`src/rtl/reg_view_ctl_if.sv`:
```
// Register-view overlay bus: frame/button inputs, candidate sources, overlay outputs.
interface reg_view_ctl_if;
  logic        endframe;
  logic        btn_next;
  logic        btn_prev;
  logic [15:0] src0;
  logic [15:0] src1;
  logic [15:0] src2;
  logic [15:0] src3;
  logic [15:0] register;
  logic [2:0]  zoom;
  logic [1:0]  sel;
  logic        frame_tick;
  logic        led;

  modport slave (
    input  endframe, btn_next, btn_prev, src0, src1, src2, src3,
    output register, zoom, sel, frame_tick, led
  );

  modport master (
    output endframe, btn_next, btn_prev, src0, src1, src2, src3,
    input  register, zoom, sel, frame_tick, led
  );
endinterface

```
`src/rtl/reg_view_ctl.sv`:
```
// reg_view_ctl: picks one of four register sources for a VGA overlay, steps a
// ping-pong zoom sweep, and advances everything once per frame.
// Optional feature: define REG_VIEW_AUTOSCAN_EN to auto-advance sel after
// SCAN_FRAMES idle frames.
module reg_view_ctl #(
  parameter int ZOOM_MAX    = 4,
  parameter int ZOOM_FRAMES = 128,
  parameter int SCAN_FRAMES = 256
) (
  input logic           px_clk,
  input logic           rst,
  reg_view_ctl_if.slave bus
);
  localparam int HW = $clog2(ZOOM_FRAMES + 1);

  typedef enum logic {UP = 1'b0, DOWN = 1'b1} zstate_e;

  generate
    if (ZOOM_MAX < 1 || ZOOM_MAX > 7) begin : g_bad_zoom
      $error("ZOOM_MAX out of range 1..7");
    end
    if (ZOOM_FRAMES < 1 || SCAN_FRAMES < 1) begin : g_bad_frames
      $error("ZOOM_FRAMES and SCAN_FRAMES must be >= 1");
    end
  endgenerate

  logic          ef_q, ef_d, armed_q, armed_d, tick_q, tick_d;
  logic          pn_q, pn_d, pp_q, pp_d;
  logic [1:0]    sel_q, sel_d;
  logic [15:0]   reg_q, reg_d;
  logic [HW-1:0] cnt_q, cnt_d;
  logic [2:0]    zoom_q, zoom_d;
  zstate_e       st_q, st_d;
  logic          press_n, press_p;

  // Frame edge detect; armed blocks a tick until endframe is seen low after reset.
  always_comb begin
    ef_d    = bus.endframe;
    armed_d = armed_q | ~bus.endframe;
    tick_d  = bus.endframe & ~ef_q & armed_q;
  end

`ifdef REG_VIEW_AUTOSCAN_EN
  localparam int IW = $clog2(SCAN_FRAMES + 1);
  logic [IW-1:0] idle_q, idle_d;
`endif

  // Button edge detect at frame ticks, sel update and register load.
  always_comb begin
    pn_d    = pn_q;
    pp_d    = pp_q;
    sel_d   = sel_q;
    reg_d   = reg_q;
    press_n = tick_q & bus.btn_next & ~pn_q;
    press_p = tick_q & bus.btn_prev & ~pp_q;
`ifdef REG_VIEW_AUTOSCAN_EN
    idle_d  = idle_q;
`endif
    if (tick_q) begin
      pn_d = bus.btn_next;
      pp_d = bus.btn_prev;
      if (press_n && !press_p)      sel_d = sel_q + 2'd1;
      else if (press_p && !press_n) sel_d = sel_q - 2'd1;
`ifdef REG_VIEW_AUTOSCAN_EN
      // A press (even a cancelling double press) wins over idle expiry.
      if (press_n || press_p) begin
        idle_d = '0;
      end else if (idle_q == IW'(SCAN_FRAMES - 1)) begin
        idle_d = '0;
        sel_d  = sel_q + 2'd1;
      end else begin
        idle_d = idle_q + 1'b1;
      end
`endif
      case (sel_d)
        2'd0:    reg_d = bus.src0;
        2'd1:    reg_d = bus.src1;
        2'd2:    reg_d = bus.src2;
        default: reg_d = bus.src3;
      endcase
    end
  end

  // Zoom ping-pong FSM: hold each level ZOOM_FRAMES ticks, turn at the endpoints.
  always_comb begin
    cnt_d  = cnt_q;
    zoom_d = zoom_q;
    st_d   = st_q;
    if (tick_q) begin
      if (cnt_q == HW'(ZOOM_FRAMES - 1)) begin
        cnt_d = '0;
        case (st_q)
          UP: begin
            zoom_d = zoom_q + 3'd1;
            if (zoom_q + 3'd1 == 3'(ZOOM_MAX)) st_d = DOWN;
          end
          default: begin
            zoom_d = zoom_q - 3'd1;
            if (zoom_q == 3'd1) st_d = UP;
          end
        endcase
      end else begin
        cnt_d = cnt_q + 1'b1;
      end
    end
  end

  // State registers with synchronous reset.
  always_ff @(posedge px_clk) begin
    if (rst) begin
      ef_q    <= 1'b0;
      armed_q <= 1'b0;
      tick_q  <= 1'b0;
      pn_q    <= 1'b0;
      pp_q    <= 1'b0;
      sel_q   <= 2'd0;
      reg_q   <= 16'h0000;
      cnt_q   <= '0;
      zoom_q  <= 3'd0;
      st_q    <= UP;
`ifdef REG_VIEW_AUTOSCAN_EN
      idle_q  <= '0;
`endif
    end else begin
      ef_q    <= ef_d;
      armed_q <= armed_d;
      tick_q  <= tick_d;
      pn_q    <= pn_d;
      pp_q    <= pp_d;
      sel_q   <= sel_d;
      reg_q   <= reg_d;
      cnt_q   <= cnt_d;
      zoom_q  <= zoom_d;
      st_q    <= st_d;
`ifdef REG_VIEW_AUTOSCAN_EN
      idle_q  <= idle_d;
`endif
    end
  end

  assign bus.register   = reg_q;
  assign bus.zoom       = zoom_q;
  assign bus.sel        = sel_q;
  assign bus.frame_tick = tick_q;
  assign bus.led        = (st_q == DOWN);
endmodule

```
`src/flat_wrapper.sv`:
```
// flat-port wrapper written by rule: the top's interface ports become plain ports
module reg_view_ctl_flat 
#(
  parameter int ZOOM_MAX    = 4,
  parameter int ZOOM_FRAMES = 128,
  parameter int SCAN_FRAMES = 256
)
  (px_clk, rst, bus_endframe, bus_btn_next, bus_btn_prev, bus_src0, bus_src1, bus_src2, bus_src3, bus_register, bus_zoom, bus_sel, bus_frame_tick, bus_led);
  reg_view_ctl_if bus_i ();
  input logic px_clk;
  input logic rst;
  input wire logic [$bits(bus_i.endframe)-1:0] bus_endframe;
  input wire logic [$bits(bus_i.btn_next)-1:0] bus_btn_next;
  input wire logic [$bits(bus_i.btn_prev)-1:0] bus_btn_prev;
  input wire logic [$bits(bus_i.src0)-1:0] bus_src0;
  input wire logic [$bits(bus_i.src1)-1:0] bus_src1;
  input wire logic [$bits(bus_i.src2)-1:0] bus_src2;
  input wire logic [$bits(bus_i.src3)-1:0] bus_src3;
  output wire logic [$bits(bus_i.register)-1:0] bus_register;
  output wire logic [$bits(bus_i.zoom)-1:0] bus_zoom;
  output wire logic [$bits(bus_i.sel)-1:0] bus_sel;
  output wire logic [$bits(bus_i.frame_tick)-1:0] bus_frame_tick;
  output wire logic [$bits(bus_i.led)-1:0] bus_led;
  assign bus_i.endframe = bus_endframe;
  assign bus_i.btn_next = bus_btn_next;
  assign bus_i.btn_prev = bus_btn_prev;
  assign bus_i.src0 = bus_src0;
  assign bus_i.src1 = bus_src1;
  assign bus_i.src2 = bus_src2;
  assign bus_i.src3 = bus_src3;
  assign bus_register = bus_i.register;
  assign bus_zoom = bus_i.zoom;
  assign bus_sel = bus_i.sel;
  assign bus_frame_tick = bus_i.frame_tick;
  assign bus_led = bus_i.led;
  reg_view_ctl #(.ZOOM_MAX(ZOOM_MAX), .ZOOM_FRAMES(ZOOM_FRAMES), .SCAN_FRAMES(SCAN_FRAMES)) u_core (.px_clk(px_clk), .rst(rst), .bus(bus_i));
endmodule
```
`config.mk`:
```
export PLATFORM = sky130hd
export DESIGN_NAME = reg_view_ctl_flat
export DESIGN_NICKNAME = d
export VERILOG_FILES = /design/src/rtl/reg_view_ctl_if.sv /design/src/rtl/reg_view_ctl.sv /design/src/flat_wrapper.sv
export SDC_FILE = /design/constraint.sdc
export NUM_CORES = 1
export LEC_CHECK = 0
export BUFFER_PORTS_ARGS = -buffer_cell sky130_fd_sc_hd__buf_2
export CORE_MARGIN = 2
export CORE_UTILIZATION = 45
export DETAILED_ROUTE_END_ITERATION = 7
export PLACE_DENSITY = 0.77
export SYNTH_ARGS = -nofsm -noshare
export SYNTH_HDL_FRONTEND = slang
export SYNTH_SLANG_ARGS = --single-unit
```
`constraint.sdc`:
```
create_clock -name px_clk -period 1.57 [get_ports px_clk]
set_input_delay 0.0785 -clock px_clk [delete_from_list [all_inputs] [get_ports px_clk]]
set_output_delay 0.0785 -clock px_clk [all_outputs]
set_load 0.05 [all_outputs]
```
==> impl_metrics.yaml, run 1 <==
run_status:
  status: "complete, but fails checks"
  failed_checks: "negative setup slack"
synth:
  synth_cells: 269
  synth_seq_cells: 35
  syn-num-nets: 343
  async_reset_ff_share_pct: 0
  ys_seq_area_share_pct: 28.3
  ys.flop_type: "dfxtp_1"
  synth.most_common_cell: "dfxtp_1"
  avgSynthCellArea_um2: 9.20
  synth_edf_count: 0
  yosysTopAreaCell: "dfxtp_1"
  ys_types: 48
  synth_area_leaders: "dfxtp_1, mux2i_1, o2111a_1, nor3_2, o21a_1"
  yosys_warnings: 0
  syn_area_um2: 2480
  yosys.area.top_type_share_pct: 28.3
  synthTopCellsByCount: "dfxtp_1, a21oi_1, mux2i_1"
power_and_ir_drop:
  powerDensity_nw_per_um2: 597
  peakVddDrop_mv: 0.512
  p_leak_uw: 0.00164
setup_path:
  regToRegSetupSlack_ns: -0.07
  r2r-end: "u_core.bus.register[7]$_SDFFE_PP0P_"
  cp_data_required_time_ns: 1.78
  arrival_ns: 1.85
  crit_type: "flip-flop to flip-flop"
  reg2reg_depth: 9
  end_kind: "flip-flop"
  cp-start-kind: "flip-flop"
  r2r-start: "u_core.pn_q$_SDFFE_PP0P_"
  worstPathMaxFanout: 8
grt:
  grt.overflow.total: 0
  antenna_found_initial: 0
  first_global_vias: 2471
  grt_pass1_wl_um: 11200
  grtUsageTotal_pct: 22.8
  grt_start_max_net_pins: 31
die:
  ioPinCount: 92
  core_um2: 5410
  die_area_um2: 6110
  rows: 27
  die_x_um: 78.2
  initial_core_util_pct: 45.8
  die_y_um: 78.2
sta:
  skew_ns: 0.00959
  slew_headroom_pct: 79.4
  finalCritPeriodShare_pct: 104
  fmax_ghz: 0.610
  timing.final.ws_setup_ns: -0.0702
  setup_viol: 16
  rsz0062_at_grt: "true"
  hold_violations: 0
  tightest_slew_ns: 0.309
  finalCriticalPeriod_ns: 1.64
  final-max-slew-violation-count: 0
cts:
  htree_num_levels: 2
  clk_path_buf_depth: 2
  cts_buffers: 5
  clkSinkCount: 35
  cts_tree: "yes"
  insertion_delay_ns: 0.29
  clk_pin_slew_ns: 0.07
  cts-root-buf: "clkbuf_8"
placement:
  dp.cells: 430
  dp_hpwl_um: 4650
  portBuffers: 91
  place_ws_ns: -0.368
  dpl-instance-area_um2: 3110
  globalplace.congestion: 0.804
detailed_routing:
  num_vias: 2503
  vias_per_cell: 5.50
  wirelength_um: 6960
  ant_nets: 0
  first_pass_iters: 4
  drcViolationCount: 0
  routedWlPerCell_um: 15.3
  drt_first_iter_violations: 71
cells_and_area:
  finalNetCount: 456
  seqCellArea_um2: 714
  final_core_util_pct: 66.0
  drive_gt1_share_pct: 48.0
  final_area_um2: 3570
  fin_cells: 455
  area_growth_syn_to_layout_pct: 44.2
  num-fill-cells: 444
  multi_input_area_um2: 1720
  num_antenna_cells: 0
hold_path:
  hold_path_depth: 3
  min-delay-start: "bus_btn_next"
  hold_end: "u_core.pn_q$_SDFFE_PP0P_"
  hold_class: "input pin to flip-flop"
run:
  drv_cap: 0
==> registers in the layout (all words and copies together), names as in the netlist <==
name                   flops
u_core.armed_q             1
u_core.pn_q                1
u_core.pp_q                1
u_core.bus.sel             2
u_core.cnt_q               8
u_core.bus.frame_tick      1
u_core.bus.register       16
u_core.bus.zoom            3
u_core.bus.led             1
u_core.ef_q                1
==> area by class of cell <==
cell class	count	share of cell area, %
clock buffer	8	2.80
inverter	9	0.946
multi-input combinational	203	48.2
sequential	35	20.0
tap	72	2.52
timing repair buffer	128	25.6
==> through the flow <==
step	power [µW]	hold slack (ns)	TNS [ns]
floorplan	1210	0.174	-0.267
global placement	1370	0.269	-4.63
detailed placement	1370	0.273	-5.53
CTS	2140	0.0574	-0.735
global route	2230	0.109	-2.56
finish	2130	0.0590	-0.889
==> worst max path at each step <==
stage | start | to | cells past startpoint
2_1_floorplan | u_core.pp_q$_SDFFE_PP0P_ | u_core.bus.register[10]$_SDFFE_PP0P_ | 8
3_3_place_gp | u_core.pp_q$_SDFFE_PP0P_ | u_core.bus.register[13]$_SDFFE_PP0P_ | 5
3_5_place_dp | u_core.pp_q$_SDFFE_PP0P_ | u_core.bus.register[13]$_SDFFE_PP0P_ | 5
4_1_cts | u_core.pn_q$_SDFFE_PP0P_ | u_core.bus.register[3]$_SDFFE_PP0P_ | 9
5_1_grt | u_core.pn_q$_SDFFE_PP0P_ | u_core.bus.register[14]$_SDFFE_PP0P_ | 9
6_report | u_core.pn_q$_SDFFE_PP0P_ | u_core.bus.register[7]$_SDFFE_PP0P_ | 9
==> cell families after synthesis <==
group           count (synthesis)  share of synthesized area (%)
buf+inv                        31                           7.43
simple gates                   90                           23.9
xor+xnor                       11                           6.16
fa+ha+maj                       5                           2.53
mux                            19                           7.68
flops                          35                           28.3
compound gates                 78                           24.0
==> layer usage <==
layer / GRT usage (%) / wire, µm / part of all wire (%) / vias up
met4: 8.07 / 119 / 1.7 / 0
met1: 25.3 / 2800 / 40 / 1182
li1: - / - / - / 1223
met3: 5.52 / 480 / 6.9 / 11
met2: 42.2 / 3560 / 51 / 87
met5: 0 / 0 / 0 / -
==> power breakdown <==
part | internal, µW | switching, µW
Clock | 400 | 311
Combinational | 251 | 259
Sequential | 900 | 10.3
==> cell usage in the layout, fill, tap and decap left out, drive strengths merged, types with 15 or more instances in the layout <==
| cell type | synthesis | final |
|---|---|---|
| a21oi | 21 | 21 |
| buf | 13 | 126 |
| dfxtp | 35 | 35 |
| mux2i | 19 | 19 |
| nand3 | 15 | 15 |
| nor2 | 18 | 18 |
| nor3 | 22 | 22 |
| o2111a | 15 | 15 |
| o21a | 15 | 15 |
| o22ai | 15 | 15 |
==> critical path, stage by stage, from the launching register on <==
cell and delay, ns:
dfxtp_2 0.33, nor2b_4 0.12, buf_12 0.15, xnor2_4 0.13
buf_6 0.14, nand2_8 0.07, buf_12 0.15, mux2i_1 0.11
o2111a_1 0.24, nor3_2 0.12
==> what timing repair did <==
item,CTS,global route
gates resized for setup,20,10
endpoints found under the hold margin,1,0
pin swaps,36,8
buffers inserted,9,4
hold buffers,1,0
cloned,2,1
endpoints found under the setup margin,18,19
No activity file was read; power rests on OpenSTA's default activity.
==> run 2, diff against run 1 <==
--- a/config.mk
+++ b/config.mk
@@ -7,9 +7,10 @@
 export LEC_CHECK = 0
 export BUFFER_PORTS_ARGS = -buffer_cell sky130_fd_sc_hd__buf_2
 export CORE_MARGIN = 2
-export CORE_UTILIZATION = 45
+export CORE_UTILIZATION = 40
 export DETAILED_ROUTE_END_ITERATION = 7
-export PLACE_DENSITY = 0.77
+export PLACE_DENSITY = 0.7
+export SETUP_SLACK_MARGIN = 0.15
 export SYNTH_ARGS = -nofsm -noshare
 export SYNTH_HDL_FRONTEND = slang
 export SYNTH_SLANG_ARGS = --single-unit
==> run 2 against run 1 <==
Highest routed layer unchanged. Via count down 0.28%. The run still ends with negative setup slack left. Setup slack worse by 0.13 ns. Largest cell class unchanged. Critical path type unchanged. Hold slack worse by 0.0091 ns.
==> impl_metrics.yaml, run 2 (same netlist as run 1, synthesis figures left out) <==
run_status:
  status: "complete, but fails checks"
  failed_checks: "negative setup slack"
grt:
  grt.overflow.total: 0
  grt_pass1_wl_um: 10700
  first_global_vias: 2307
  grt_start_max_net_pins: 33
  antenna_found_initial: 0
  grtUsageTotal_pct: 20.7
detailed_routing:
  wirelength_met1_um: 2880
  ant_nets: 0
  route.met3.wl_um: 536
  highest_layer: "met4"
  wl_met2_um: 3850
  num_vias: 2496
  drcViolationCount: 0
  drt_first_iter_violations: 110
  wirelength_um: 7330
  first_pass_iters: 4
  vias_per_cell: 5.31
  routedWlPerCell_um: 15.6
setup_path:
  crit_type: "flip-flop to flip-flop"
  r2r-end: "u_core.bus.register[6]$_SDFFE_PP0P_"
  end_kind: "flip-flop"
  cp_data_required_time_ns: 1.76
  worstPathMaxFanout: 9
  r2r-start: "u_core.pp_q$_SDFFE_PP0P_"
  regToRegSetupSlack_ns: -0.20
  arrival_ns: 1.96
  reg2reg_depth: 8
  cp-start-kind: "flip-flop"
power_and_ir_drop:
  total_power_uw: 2180
  peakVddDrop_mv: 0.563
  powerDensity_nw_per_um2: 595
  p_leak_uw: 0.00168
cells_and_area:
  fin_cells: 470
  final_cell_mix: "buf_2, buf_4, dfxtp_1"
  finalNetCount: 468
  num_antenna_cells: 0
  drive_gt1_share_pct: 49.6
  area_growth_syn_to_layout_pct: 48.0
  final_core_util_pct: 61.5
  final_common_cell: "buf_2"
  largest_reg_flops: 16
sta:
  skew_ns: 0.00721
  final-max-slew-violation-count: 0
  setup_viol: 16
  slew_headroom_pct: 66.9
  finalCriticalPeriod_ns: 1.77
  hold_violations: 0
  fmax_ghz: 0.565
  finalCritPeriodShare_pct: 113
  tightest_slew_ns: 0.496
  rsz0062_at_grt: "true"
  timing.final.ws_setup_ns: -0.199
cts:
  cts_buffers: 5
  cts_tree: "yes"
  clk_path_buf_depth: 2
  htree_num_levels: 2
  clkSinkCount: 35
  clk_pin_slew_ns: 0.08
  cts-root-buf: "clkbuf_8"
  insertion_delay_ns: 0.29
hold_path:
  hold_class: "input pin to flip-flop"
  hold_path_depth: 3
  min-delay-start: "bus_btn_next"
  hold_end: "u_core.pn_q$_SDFFE_PP0P_"
die:
  die_y_um: 82.7
  die_area_um2: 6840
  ioPinCount: 92
  rows: 28
  die_x_um: 82.7
  core_um2: 5960
  initial_core_util_pct: 41.6
placement:
  dp.cells: 437
  globalplace.congestion: 0.831
  dp_hpwl_um: 4800
  portBuffers: 91
run:
  drv_cap: 0
run 2: cell count changes in the layout (fill, tap and decap cells not counted), moves of 2 or more:
| cell | before | now |
|---|---|---|
| dfxtp_1 | 30 | 24 |
| buf_8 | 0 | 2 |
| buf_4 | 20 | 28 |
| nand3_1 | 9 | 15 |
| buf_6 | 5 | 7 |
| nand3_2 | 6 | 0 |
| o22ai_2 | 6 | 2 |
| dfxtp_2 | 2 | 7 |
| o22ai_1 | 9 | 13 |
| clkbuf_16 | 0 | 2 |
run 2: how the worst max path moves through the flow:
stage,start,end,slack (ns)
4_1_cts,u_core.pn_q$_SDFFE_PP0P_,u_core.bus.register[11]$_SDFFE_PP0P_,-0.16
2_1_floorplan,u_core.pp_q$_SDFFE_PP0P_,u_core.bus.register[10]$_SDFFE_PP0P_,-0.03
5_1_grt,u_core.pp_q$_SDFFE_PP0P_,u_core.bus.register[6]$_SDFFE_PP0P_,-0.29
6_report,u_core.pp_q$_SDFFE_PP0P_,u_core.bus.register[6]$_SDFFE_PP0P_,-0.20
3_5_place_dp,u_core.pn_q$_SDFFE_PP0P_,u_core.bus.register[2]$_SDFFE_PP0P_,-0.41
3_3_place_gp,u_core.pn_q$_SDFFE_PP0P_,u_core.bus.register[2]$_SDFFE_PP0P_,-0.37
run 2: cell type report:
type,instances,area (µm²)
fill,530,2290
multi-input combinational,203,1690
timing repair buffer,140,1020
sequential,35,724
clock buffer,8,100
tap,75,93.8
inverter,9,33.8
run 2: repair_timing:
item                                    4_1_cts  5_1_grt
gates resized for setup                      16       17
pin swaps                                    12       17
endpoints found under the setup margin       25       23
cloned                                        1        2
endpoints found under the hold margin         1        0
buffers inserted                             18        3
hold buffers                                  1        0
run 2: per-layer routing:
layer / up-vias / track usage [%]
met5: - / 0
met4: 0 / 4.92
met3: 8 / 4.89
met2: 78 / 38.5
met1: 1162 / 23.7
li1: 1248 / -
run 2: stage by stage:
stage	hold WS, ns	area [µm²]	TNS, ns	setup slack (ns)
floorplan	0.174	2540	-0.266	-0.0275
global placement	0.270	3140	-5.52	-0.374
detailed placement	0.276	3140	-6.19	-0.415
CTS	0.0475	3510	-2.12	-0.161
global route	0.0643	3660	-4.14	-0.286
finish	0.0499	3660	-2.68	-0.199
run 2: critical path: stages (launching register included):
cell and delay [ns]:
dfxtp_2 0.32, nand2b_4 0.19, buf_6 0.14, nor3_4 0.26, o21ai_4 0.12, xnor2_4 0.20, buf_6 0.17, o2111a_1 0.22
nor3_2 0.05
run 2: where the power goes:
group          internal (µW)  switching [µW]
Combinational            271             261
Sequential               898            10.0
Clock                    401             338
Total                   1570             608
